===== src/rtl/song_pkg.sv =====
// Shared types and defaults for the song playback sequencer.
package song_pkg;

    localparam int unsigned NumSongsDefault = 4;
    localparam int unsigned SongWDefault    = 2;

    typedef logic [SongWDefault-1:0] song_idx_t;

    typedef enum logic [1:0] {
        StIdle,
        StPlaying,
        StPaused,
        StFlush
    } state_e;

endpackage


===== src/rtl/btn_edge.sv =====
// Rising-edge detector for a debounced button level.
module btn_edge (
    input  logic clk,
    input  logic reset,
    input  logic level,
    output logic rise
);

    logic level_q;

    always_ff @(posedge clk or negedge reset) begin
        if (!reset) begin
            level_q <= 1'b0;
        end else begin
            level_q <= level;
        end
    end

    assign rise = level & ~level_q;

endmodule


===== src/rtl/playback_controller.sv =====
// Sequencer turning button edges and song_done into play/song/reset_player for song_reader.
module playback_controller
    import song_pkg::*;
#(
    parameter int unsigned NUM_SONGS    = NumSongsDefault,
    parameter int unsigned SONG_W       = SongWDefault,
    parameter int unsigned FLUSH_CYCLES = 2,
    parameter bit          AUTO_ADVANCE = 1'b1,
    parameter bit          LOOP         = 1'b1
) (
    input  logic              clk,
    input  logic              reset,
    input  logic              play_btn,
    input  logic              next_btn,
    input  logic              prev_btn,
    input  logic              song_done,
    output logic              play,
    output logic [SONG_W-1:0] song,
    output logic              reset_player,
    output logic              playing,
    output logic              song_changed
);

    localparam int unsigned CntW = (FLUSH_CYCLES > 1) ? $clog2(FLUSH_CYCLES) : 1;
    localparam logic [SONG_W-1:0] LastSong = SONG_W'(NUM_SONGS - 1);

    logic play_rise, next_rise, prev_rise;

    btn_edge u_play_edge (.clk(clk), .reset(reset), .level(play_btn), .rise(play_rise));
    btn_edge u_next_edge (.clk(clk), .reset(reset), .level(next_btn), .rise(next_rise));
    btn_edge u_prev_edge (.clk(clk), .reset(reset), .level(prev_btn), .rise(prev_rise));

    state_e            state_q, state_d;
    state_e            ret_q, ret_d;
    logic [SONG_W-1:0] song_q, song_d;
    logic [CntW-1:0]   cnt_q, cnt_d;
    logic [SONG_W-1:0] song_inc, song_dec, song_nav;
    logic              nav;

    assign song_inc = (song_q == LastSong) ? '0 : song_q + 1'b1;
    assign song_dec = (song_q == '0) ? LastSong : song_q - 1'b1;
    // Simultaneous next and prev cancel each other.
    assign nav      = next_rise ^ prev_rise;
    assign song_nav = next_rise ? song_inc : song_dec;

    always_comb begin
        state_d = state_q;
        ret_d   = ret_q;
        song_d  = song_q;
        cnt_d   = cnt_q;
        unique case (state_q)
            StIdle: begin
                if (nav) begin
                    song_d  = song_nav;
                    ret_d   = StIdle;
                    state_d = StFlush;
                end else if (play_rise) begin
                    state_d = StPlaying;
                end
            end
            StPlaying: begin
                if (song_done) begin
                    state_d = StFlush;
                    ret_d   = StIdle;
                    if (AUTO_ADVANCE && (LOOP || song_q != LastSong)) begin
                        song_d = song_inc;
                        ret_d  = StPlaying;
                    end
                end else if (nav) begin
                    song_d  = song_nav;
                    ret_d   = StPlaying;
                    state_d = StFlush;
                end else if (play_rise) begin
                    state_d = StPaused;
                end
            end
            StPaused: begin
                if (nav) begin
                    song_d  = song_nav;
                    ret_d   = StIdle;
                    state_d = StFlush;
                end else if (play_rise) begin
                    state_d = StPlaying;
                end
            end
            StFlush: begin
                if (cnt_q == '0) begin
                    state_d = ret_q;
                end else begin
                    cnt_d = cnt_q - 1'b1;
                end
            end
            default: state_d = StIdle;
        endcase
        if (state_q != StFlush && state_d == StFlush) begin
            cnt_d = CntW'(FLUSH_CYCLES - 1);
        end
    end

    always_ff @(posedge clk or negedge reset) begin
        if (!reset) begin
            state_q      <= StIdle;
            ret_q        <= StIdle;
            song_q       <= '0;
            cnt_q        <= '0;
            play         <= 1'b0;
            reset_player <= 1'b0;
            playing      <= 1'b0;
            song_changed <= 1'b0;
        end else begin
            state_q      <= state_d;
            ret_q        <= ret_d;
            song_q       <= song_d;
            cnt_q        <= cnt_d;
            play         <= (state_d == StPlaying);
            reset_player <= (state_d == StFlush);
            playing      <= (state_d == StPlaying);
            song_changed <= (song_d != song_q);
        end
    end

    assign song = song_q;

endmodule


===== config.mk =====
export PLATFORM = sky130hd
export DESIGN_NAME = playback_controller
export DESIGN_NICKNAME = d
export VERILOG_FILES = /design/src/rtl/song_pkg.sv /design/src/rtl/btn_edge.sv /design/src/rtl/playback_controller.sv
export SDC_FILE = /design/constraint.sdc
export NUM_CORES = 1
export LEC_CHECK = 0
export CORE_MARGIN = 2
export CORE_UTILIZATION = 45
export DETAILED_ROUTE_END_ITERATION = 16
export PLACE_DENSITY = 0.81
export SETUP_SLACK_MARGIN = 0.1
export SLEW_MARGIN = 20
export SYNTH_ARGS = -nofsm -noshare
export SYNTH_HDL_FRONTEND = slang
export SYNTH_SLANG_ARGS = --single-unit

===== constraint.sdc =====
create_clock -name clk -period 2.65 [get_ports clk]
set_input_delay 0.3975 -clock clk [delete_from_list [all_inputs] [get_ports clk]]
set_output_delay 0.3975 -clock clk [all_outputs]
set_load 0.02 [all_outputs]

==> impl_metrics.toml <==
[die]
dieArea_sq_um = 1890
fp-row-count = 14
die_w_um = 43.5
die_h_um = 43.5
core_area_sq_um = 1490
io_pins = 12
starting_density_of_the_core = 0.471

[clock_network]
worst_setup_hold_path_clk_slew_ns = 0.07
cts-buffers-inserted = 3
cts-root-to-sink-buffers = 2
cts_tree = "done"
clock_insertion_delay_worst_skew_ns = 0.26
clock-root-buffer = "sky130_fd_sc_hd__clkbuf_4"
cts.sinks = 12
post_cts.resized_instances = 0
holdBufCountCts = 0
postCtsSetupRepairBufs = 0
cts_htree_levels = 1

[logic_synthesis]
synth.distinct_cells = 33
syn-num-nets = 82
postSynthRegisterBits = 12
netlist_instances = 74
syn_avg_cell_area_sq_um = 9.47
ys_warn_count = 0
synth.yosys.seq_area_share = 0.429
netlist_area_sq_um = 701

[job]
timing.max_cap.violations = 0

[setup_path]
r2r_slack_ns = 0.53
worstReg2RegStart = "song[1]"
crit_fanout = 7
worst_path_required_ns = 2.83
rr_worst_depth = 5
worstReg2RegEnd = "song_changed"
crit_path_start = "song[1]"
cp-end-kind = "register"
setup.worst_path.start_class = "register"
cp_data_arrival_time_ns = 2.30
criticalPathCategory = "reg -> reg"

[power_and_ir_drop]
net_switching_fraction_of_the_power = 0.431
power_density_nw_per_um2 = 1170
irDropWorstVdd_mv = 0.492
power.share.clock = 0.112
fin_total_pwr_mw = 0.974
share_seq_of_total_power = 0.352
switching_power_mw = 0.420
internal_power_mw = 0.554
power.static_leakage_nw = 0.356
p_comb_frac = 0.535

[sta]
fin_skew_ns = 0.000651
grt_setup_unrepaired = "no"
timing.final.crit_share = 0.799
setup_viol = 0
setup-tns-final_ns = 0
hold_violations = 0
worst_slew_pin_slew_ns = 0.543
minimum_clock_period_ns = 2.12
achievable-frequency_ghz = 0.472
timing.hold.ws_ns = 0.482
final_count_of_pins_violating_max_slew = 0
worst_slew_margin_rel = 0.637

[outcome]
run_status = "completed"

[route]
detail_route.iter0.violations = 18
vias_per_cell = 6.12
detail_route.drc_violations = 0
drt-pass1-iter-count = 4
ant_nets = 0
via_count = 612
post_drt_wl_per_cell_um = 14.2
wl_mm = 1.42

[final_layout]
fillerInstances = 129
layout.cells.most_common_list = "sky130_fd_sc_hd__dfrtp_1 (12), sky130_fd_sc_hd__clkdlybuf4s50_1 (11), sky130_fd_sc_hd__o21ai_0 (8), sky130_fd_sc_hd__nor2_1 (7), sky130_fd_sc_hd__nand2_1 (5)"
drive_above_1_share = 0.119
insertedDiodeCount = 0
nets = 94
syn2layout_area_growth_pct = 18.9
most_common_cell_after_layout_fill_and_taps_aside = "sky130_fd_sc_hd__dfrtp_1"

[grt]
globalRouteTotalUtil = 0.178
grt_max_degree = 13
grt_pass1_wl_mm = 2.45
antenna_found_initial = 0
grt.overflow.total = 0
grt_pass1_vias = 576

[placement]
dp_hpwl_mm = 1.08
place.gp.congestion = 0.778
numPortBuffers = 11

[hold_path]
path_category_of_the_worst_min_delay_check = "in -> async"
[layer usage]
layer / global-route usage / up-vias / share of wire / wire, um
met3: 0.0542 / 6 / 0.058 / 82
met5: 0 / - / 0 / 0
met1: 0.207 / 282 / 0.41 / 587
li1: - / 293 / - / -
met4: 0.115 / 0 / 0.025 / 36
met2: 0.284 / 31 / 0.50 / 710
[power by group through the flow]
stage	combinational, mW	sequential, mW	clock [mW]
finish	0.522	0.343	0.110
global placement	0.498	0.340	0
CTS	0.517	0.340	0.113
detailed placement	0.516	0.345	0
global route	0.574	0.355	0.118
floorplan	0.352	0.350	0
[synthesized netlist by cell type]
cell type	n	area (sq um)
sky130_fd_sc_hd__mux2_4	1	15.0
sky130_fd_sc_hd__a21boi_0	1	7.51
sky130_fd_sc_hd__or4_2	1	8.76
sky130_fd_sc_hd__nor2b_1	2	12.5
sky130_fd_sc_hd__nor3_1	2	10.0
sky130_fd_sc_hd__a31oi_1	2	12.5
sky130_fd_sc_hd__nand3_1	3	15.0
sky130_fd_sc_hd__a21oi_1	4	20.0
sky130_fd_sc_hd__a31o_2	1	8.76
sky130_fd_sc_hd__nand2_1	5	18.8
sky130_fd_sc_hd__o21ai_0	8	40.0
sky130_fd_sc_hd__o211a_1	1	10.0
sky130_fd_sc_hd__and2b_1	1	7.51
sky130_fd_sc_hd__o21a_1	1	7.51
sky130_fd_sc_hd__nor2_2	1	6.26
sky130_fd_sc_hd__nand2b_4	1	13.8
sky130_fd_sc_hd__buf_4	1	7.51
sky130_fd_sc_hd__o32ai_1	1	8.76
sky130_fd_sc_hd__buf_2	1	5.00
sky130_fd_sc_hd__or2b_1	2	15.0
sky130_fd_sc_hd__mux2_1	1	11.3
sky130_fd_sc_hd__a211oi_1	1	7.51
sky130_fd_sc_hd__o2111ai_2	1	15.0
sky130_fd_sc_hd__mux2i_1	1	10.0
sky130_fd_sc_hd__ha_1	2	25.0
sky130_fd_sc_hd__o32a_1	1	10.0
sky130_fd_sc_hd__o22ai_1	1	6.26
sky130_fd_sc_hd__clkbuf_1	2	7.51
sky130_fd_sc_hd__dfrtp_1	12	300
sky130_fd_sc_hd__nand4_1	1	6.26
sky130_fd_sc_hd__nor2_1	7	26.3
sky130_fd_sc_hd__inv_1	3	11.3
sky130_fd_sc_hd__nor2b_4	1	13.8
[worst max path at each step]
stage	end	cells past startpoint
floorplan	song_changed	5
global placement	song_changed	7
detailed placement	song_changed	7
CTS	song_changed	5
global route	song_changed	5
finish	song_changed	5
[layout make-up]
cell class	instances	area, sq um	area share
multi-input combinational	55	369	0.443
inverter	3	11.3	0.0135
tap	16	20.0	0.0240
clock buffer	3	22.5	0.0270
sequential	12	300	0.360
timing repair buffer	11	110	0.132
[sequential cells by signal, summed over array words and instances (netlist names)]
register             count
playing                  1
u_play_edge.level_q      1
ret_q                    1
song                     2
cnt_q                    1
u_prev_edge.level_q      1
reset_player             1
u_next_edge.level_q      1
song_changed             1
state_q                  2
[logic make-up after synthesis]
group,Yosys count,share of synthesized area
simple gates,27,0.220
fa+ha+maj,2,0.0357
buf+inv,7,0.0446
mux,3,0.0518
flops,12,0.429
compound gates,23,0.220
[worst max-delay path, stage by stage (launching register included)]
cell                        delay [ns]
sky130_fd_sc_hd__dfrtp_1          0.47
sky130_fd_sc_hd__inv_1            0.14
sky130_fd_sc_hd__ha_1             0.38
sky130_fd_sc_hd__or4_2            0.68
sky130_fd_sc_hd__a31o_2           0.28
sky130_fd_sc_hd__o2111ai_2        0.08
[metrics by stage]
stage	setup slack, ns	utilization	std cells	instance area, sq um
after floorplan	0.584	-	74	701
after global placement	0.493	0.545	97	811
after detailed placement	0.392	0.545	97	811
after CTS	0.547	0.560	100	833
after global routing	0.421	0.560	100	833
final	0.533	0.560	100	833
Power figures use the tool's default switching activity.
